## config.mk

```make
export PLATFORM = sky130hd
export DESIGN_NAME = and_or_sequencer
export DESIGN_NICKNAME = d
export VERILOG_FILES = /design/src/rtl/and_or_pkg.sv /design/src/rtl/and_or_sequencer.sv
export SDC_FILE = /design/constraint.sdc
export NUM_CORES = 1
export LEC_CHECK = 0
export ABC_AREA = 1
export CORE_MARGIN = 1
export CORE_UTILIZATION = 41
export DETAILED_ROUTE_END_ITERATION = 16
export MAX_ROUTING_LAYER = met4
export PLACE_DENSITY_LB_ADDON = 0.25
export SYNTH_ARGS = -nofsm -noshare
export SYNTH_HDL_FRONTEND = slang
export SYNTH_SLANG_ARGS = --single-unit
```

## constraint.sdc

```tcl
create_clock -name clk -period 1.8 [get_ports clk]
set_clock_uncertainty 0.2 [all_clocks]
set_input_delay 0.36 -clock clk [delete_from_list [all_inputs] [get_ports clk]]
set_output_delay 0.36 -clock clk [all_outputs]
set_load 0.05 [all_outputs]
```

## src/rtl/and_or_pkg.sv

```systemverilog
// and_or_pkg: shared op codes, FSM state encodings and default width for the and_or sequencer
package and_or_pkg;
  localparam int WIDTH = 4;
  localparam logic [1:0] OP_AND = 2'b00;
  localparam logic [1:0] OP_OR = 2'b01;
  typedef enum logic [1:0] {
    S_IDLE  = 2'd0,
    S_DRIVE = 2'd1,
    S_RESP  = 2'd2
  } state_t;
endpackage

```

## src/rtl/and_or_sequencer.sv

```systemverilog
// and_or_sequencer: initiator for the combinational and_or unit; request in, unit drive, checked response out
//   clk, rst                      clock, synchronous active-high reset
//   reqValid/reqReady/reqOp/reqA/reqB   request channel (op 00 AND, 01 OR, 1x illegal)
//   doAnd/doOr/aIn/bIn            registered drive to the unit, idle outside DRIVE
//   out/isAnd                     unit result and op indication, sampled in DRIVE
//   rspValid/rspReady/rspData/rspErr    response channel; rspErr flags illegal op or isAnd mismatch
//   opCount                       response-handshake counter, present only with AND_OR_STATS_EN
module and_or_sequencer
  import and_or_pkg::*;
#(
`ifdef AND_OR_STATS_EN
  parameter int CNT_WIDTH = 8,
`endif
  parameter int WIDTH = and_or_pkg::WIDTH
) (
  input  logic             clk,
  input  logic             rst,
  input  logic             reqValid,
  output logic             reqReady,
  input  logic [1:0]       reqOp,
  input  logic [WIDTH-1:0] reqA,
  input  logic [WIDTH-1:0] reqB,
  output logic             doAnd,
  output logic             doOr,
  output logic [WIDTH-1:0] aIn,
  output logic [WIDTH-1:0] bIn,
  input  logic [WIDTH-1:0] out,
  input  logic             isAnd,
  output logic             rspValid,
  input  logic             rspReady,
  output logic [WIDTH-1:0] rspData,
`ifdef AND_OR_STATS_EN
  output logic             rspErr,
  output logic [CNT_WIDTH-1:0] opCount
`else
  output logic             rspErr
`endif
);
  state_t state, state_nx;
  logic accept, legal, taken;
  assign legal = reqOp == OP_AND || reqOp == OP_OR;
  always_ff @(posedge clk) state <= rst ? S_IDLE : state_nx;
  always_comb begin
    state_nx = state;
    case (state)
      S_IDLE:  state_nx = accept ? (legal ? S_DRIVE : S_RESP) : S_IDLE;
      S_DRIVE: state_nx = S_RESP;
      S_RESP:  state_nx = rspReady ? S_IDLE : S_RESP;
      default: state_nx = S_IDLE;
    endcase
  end
  always_comb begin
    reqReady = state == S_IDLE;
    rspValid = state == S_RESP;
    accept = reqValid && reqReady;
    taken = rspValid && rspReady;
  end
  // doAnd still holds the requested op during DRIVE, so it is the expected isAnd;
  // !== makes an X/Z indication count as a mismatch in four-state simulation
  always_ff @(posedge clk) begin
    if (rst) begin
      doAnd <= 1'b0;
      doOr <= 1'b0;
      aIn <= '0;
      bIn <= '0;
      rspData <= '0;
      rspErr <= 1'b0;
    end else if (state == S_IDLE && accept) begin
      doAnd <= reqOp == OP_AND;
      doOr <= reqOp == OP_OR;
      aIn <= legal ? reqA : '0;
      bIn <= legal ? reqB : '0;
      rspData <= '0;
      rspErr <= !legal;
    end else if (state == S_DRIVE) begin
      rspData <= out;
      rspErr <= isAnd !== doAnd;
      doAnd <= 1'b0;
      doOr <= 1'b0;
      aIn <= '0;
      bIn <= '0;
    end
  end
`ifdef AND_OR_STATS_EN
  always_ff @(posedge clk) opCount <= rst ? '0 : opCount + CNT_WIDTH'(taken);
`else
  logic unused_taken;
  assign unused_taken = taken;
`endif
endmodule

```

==> results of run 1 <==
[metrics by stage]
step	std cells	cell area, µm²	util, %
floorplan	88	701.9	-
global placement	137	1047	67.18
detailed placement	137	1047	67.18
CTS	141	1075	68.94
global route	141	1077	69.10
finish	141	1077	69.10
[critical path, cell delays in order, from the launching register on]
cell and delay, ns:
dfxtp_1 0.59, nor2_4 0.10, buf_12 0.17
[cell families (layout without fill, tap and decap cells)]
family | Yosys count | count (layout) | share of synthesized area [%]
flops | 17 | 17 | 48.49
compound gates | 8 | 8 | 8.022
simple gates | 51 | 51 | 34.40
buf+inv | 12 | 49 | 9.091
[worst max-delay path by stage]
stage	startpoint	to	slack (ns)
after global placement	rst	rspData[1]	0.09
after floorplan	state[1]	rspValid	0.11
after detailed placement	rst	rspData[1]	0.09
final	state[0]	reqReady	0.10
after CTS	state[0]	rspValid	0.06
after global routing	state[0]	reqReady	0.03
[cells in the final DEF, fill, tap and decap left out, types with 3 or more instances in the layout]
cell,netlist,routed
nand2_1,30,30
buf_12,0,3
inv_1,7,7
clkbuf_4,0,3
dfxtp_1,17,17
clkdlybuf4s50_1,0,18
nand3_1,15,15
a21oi_1,5,5
buf_4,0,15
[layer usage]
metal / up-vias / part of all wire, %
met2: 30 / 49
met1: 309 / 43
met5: - / 0
met4: 0 / 1.2
li1: 359 / -
met3: 2 / 6.5
[synthesized netlist by cell type, drive strengths merged]
cell type / number
nor2: 3
buf: 3
inv: 9
nand2: 30
nand3b: 1
o21ai: 2
a21oi: 5
dfxtp: 17
a31oi: 1
nand3: 17
[registers in the layout, indices dropped and copies added, names as in the netlist]
register	count
aIn	4
bIn	4
doAnd	1
doOr	1
rspData	4
rspErr	1
state	2
[cell type report]
cell class                 instances  area, µm²
fill                             144      481.7
timing repair buffer              36      352.8
sequential                        17      340.3
multi-input combinational         59      300.3
inverter                           9      36.28
clock buffer                       3      22.52
tap                               16      20.02
clock inverter                     1      5.005
[power groups by stage]
stage,registers (mW),logic (mW),clock network (mW)
after CTS,0.406,0.211,0.206
after global routing,0.408,0.225,0.227
after detailed placement,0.415,0.210,0
after global placement,0.414,0.208,0
final,0.406,0.210,0.200
after floorplan,0.457,0.0758,0
==> metrics, run 1 <==
nets@finish=145; DP Wirelength=1183 µm; Seq pwr share=49.8%; r2r worst-path depth=4; Crit path required time=1.24 ns; Netlist Area Pre-Place=701.9 µm²; DRC=6; Worst Setup End Kind=output pin; Vias per Instance=4.965; Highest Clock Rate=588.4 MHz; total die area=1881 µm²; largest net degree at the start of global routing=12; P_sw=251.2 µW; CTS tree=built; clock transition at the registers of the reported paths=0.10 ns; hold path start=rspData[3]; Hold Path End=rspData[3]; syn_nets=107; R2R Setup Slk=0.47 ns; met1 Use GR=22.60%; Seq/Total Area, Yosys=48.48%; Core Rows=14; initial antenna violation count=0; synthesized area per cell=7.976 µm²; die height=43.38 µm; root buf cell=clkbuf_4; unrepaired setup endpoints after global routing=false; Period minus WS final=1.700 ns; hold path cells=2; Resize count post-CTS=0; leakage=0.5027 nW; RR Endpoint=bIn[2]; Synth Instances=88; Setup WS pre-CTS=0.08731 ns; relative slew slack=72.19%; synthesis-to-finish area growth=53.48%; share of cells above drive strength 1=24.00%; # IOs=36; met3 Usage GRT=5.000%; met2 Track Usage GR=31.82%; failing checks=DRC; Tcrit/Tclk final=94.42%; clk sinks=17; Total Wirelength=1541 µm; pwr dens=757.8 nW/µm²; number of synthesized register bits=17; Worst Hold Class=flop to flop; DRT Pass-1 Iters=11; area leader, netlist=dfxtp_1; GRT Total Usage=19.64%; first-pass GRT wire length=2642 µm; Synth top area share=48.48%; Max Cap Viol=0; Starting DRT DRC Count=16; arrival time worst endpoint=1.14 ns; critical path launch point type=flop; via count=700; H-tree Lvls=1; Final Max Slew Viols=0; Wirelength per Cell=10.93 µm; Yosys Warn Count=0; clock group share of total power=24.5%; distinct cell type count after synthesis=17; origin of the critical flop-to-flop path=state[0]; Final setup viols=0; chip width=43.38 µm; antenna cell count=0; Final Hold Fails=0; total power=816.4 µW; Setup Crit Path Kind=flop to output pin; Net Sw Frac=30.77%; initial core utilization=45.02%; post-route setup TNS=0 ns; Placer Congestion=0.7338; VDD IR max=485.4 µV; ranking of synthesized cells by area=dfxtp_1 48%, nand2_1 16%, nand3_1 11%, inv_1 3.7%, a21oi_1 3.6%; final setup slack of the worst path=0.1004 ns; CTS Buffer Depth=2; Skew-Pair Late Insertion Delay=0.28 ns; number of CTS-inserted buffers=3; core box area=1559 µm²; final antenna-violating net count=0; post-CTS setup buffer count=0; P_int=565.2 µW; port bufs=35; Slew @ Worst Pin=0.4166 ns; vias in the first global route=630; hold buffer count at cts=0; critical path fanouts, max=9; Remaining Overflow, GRT=0; Hold Slack=0.2723 ns; status=finished, violations left; Top Usage Layer GRT=met2; power share of the combinational group=25.8%
Power figures use the tool's default switching activity.
==> run 2: changes to the inputs <==
--- a/config.mk
+++ b/config.mk
@@ -11,6 +11,7 @@
 export DETAILED_ROUTE_END_ITERATION = 16
 export MAX_ROUTING_LAYER = met4
 export PLACE_DENSITY_LB_ADDON = 0.25
+export SLEW_MARGIN = 20
 export SYNTH_ARGS = -nofsm -noshare
 export SYNTH_HDL_FRONTEND = slang
 export SYNTH_SLANG_ARGS = --single-unit
==> results of run 2 <==
Same layout as run 1: the final DEF is identical, and so are final timing and power.
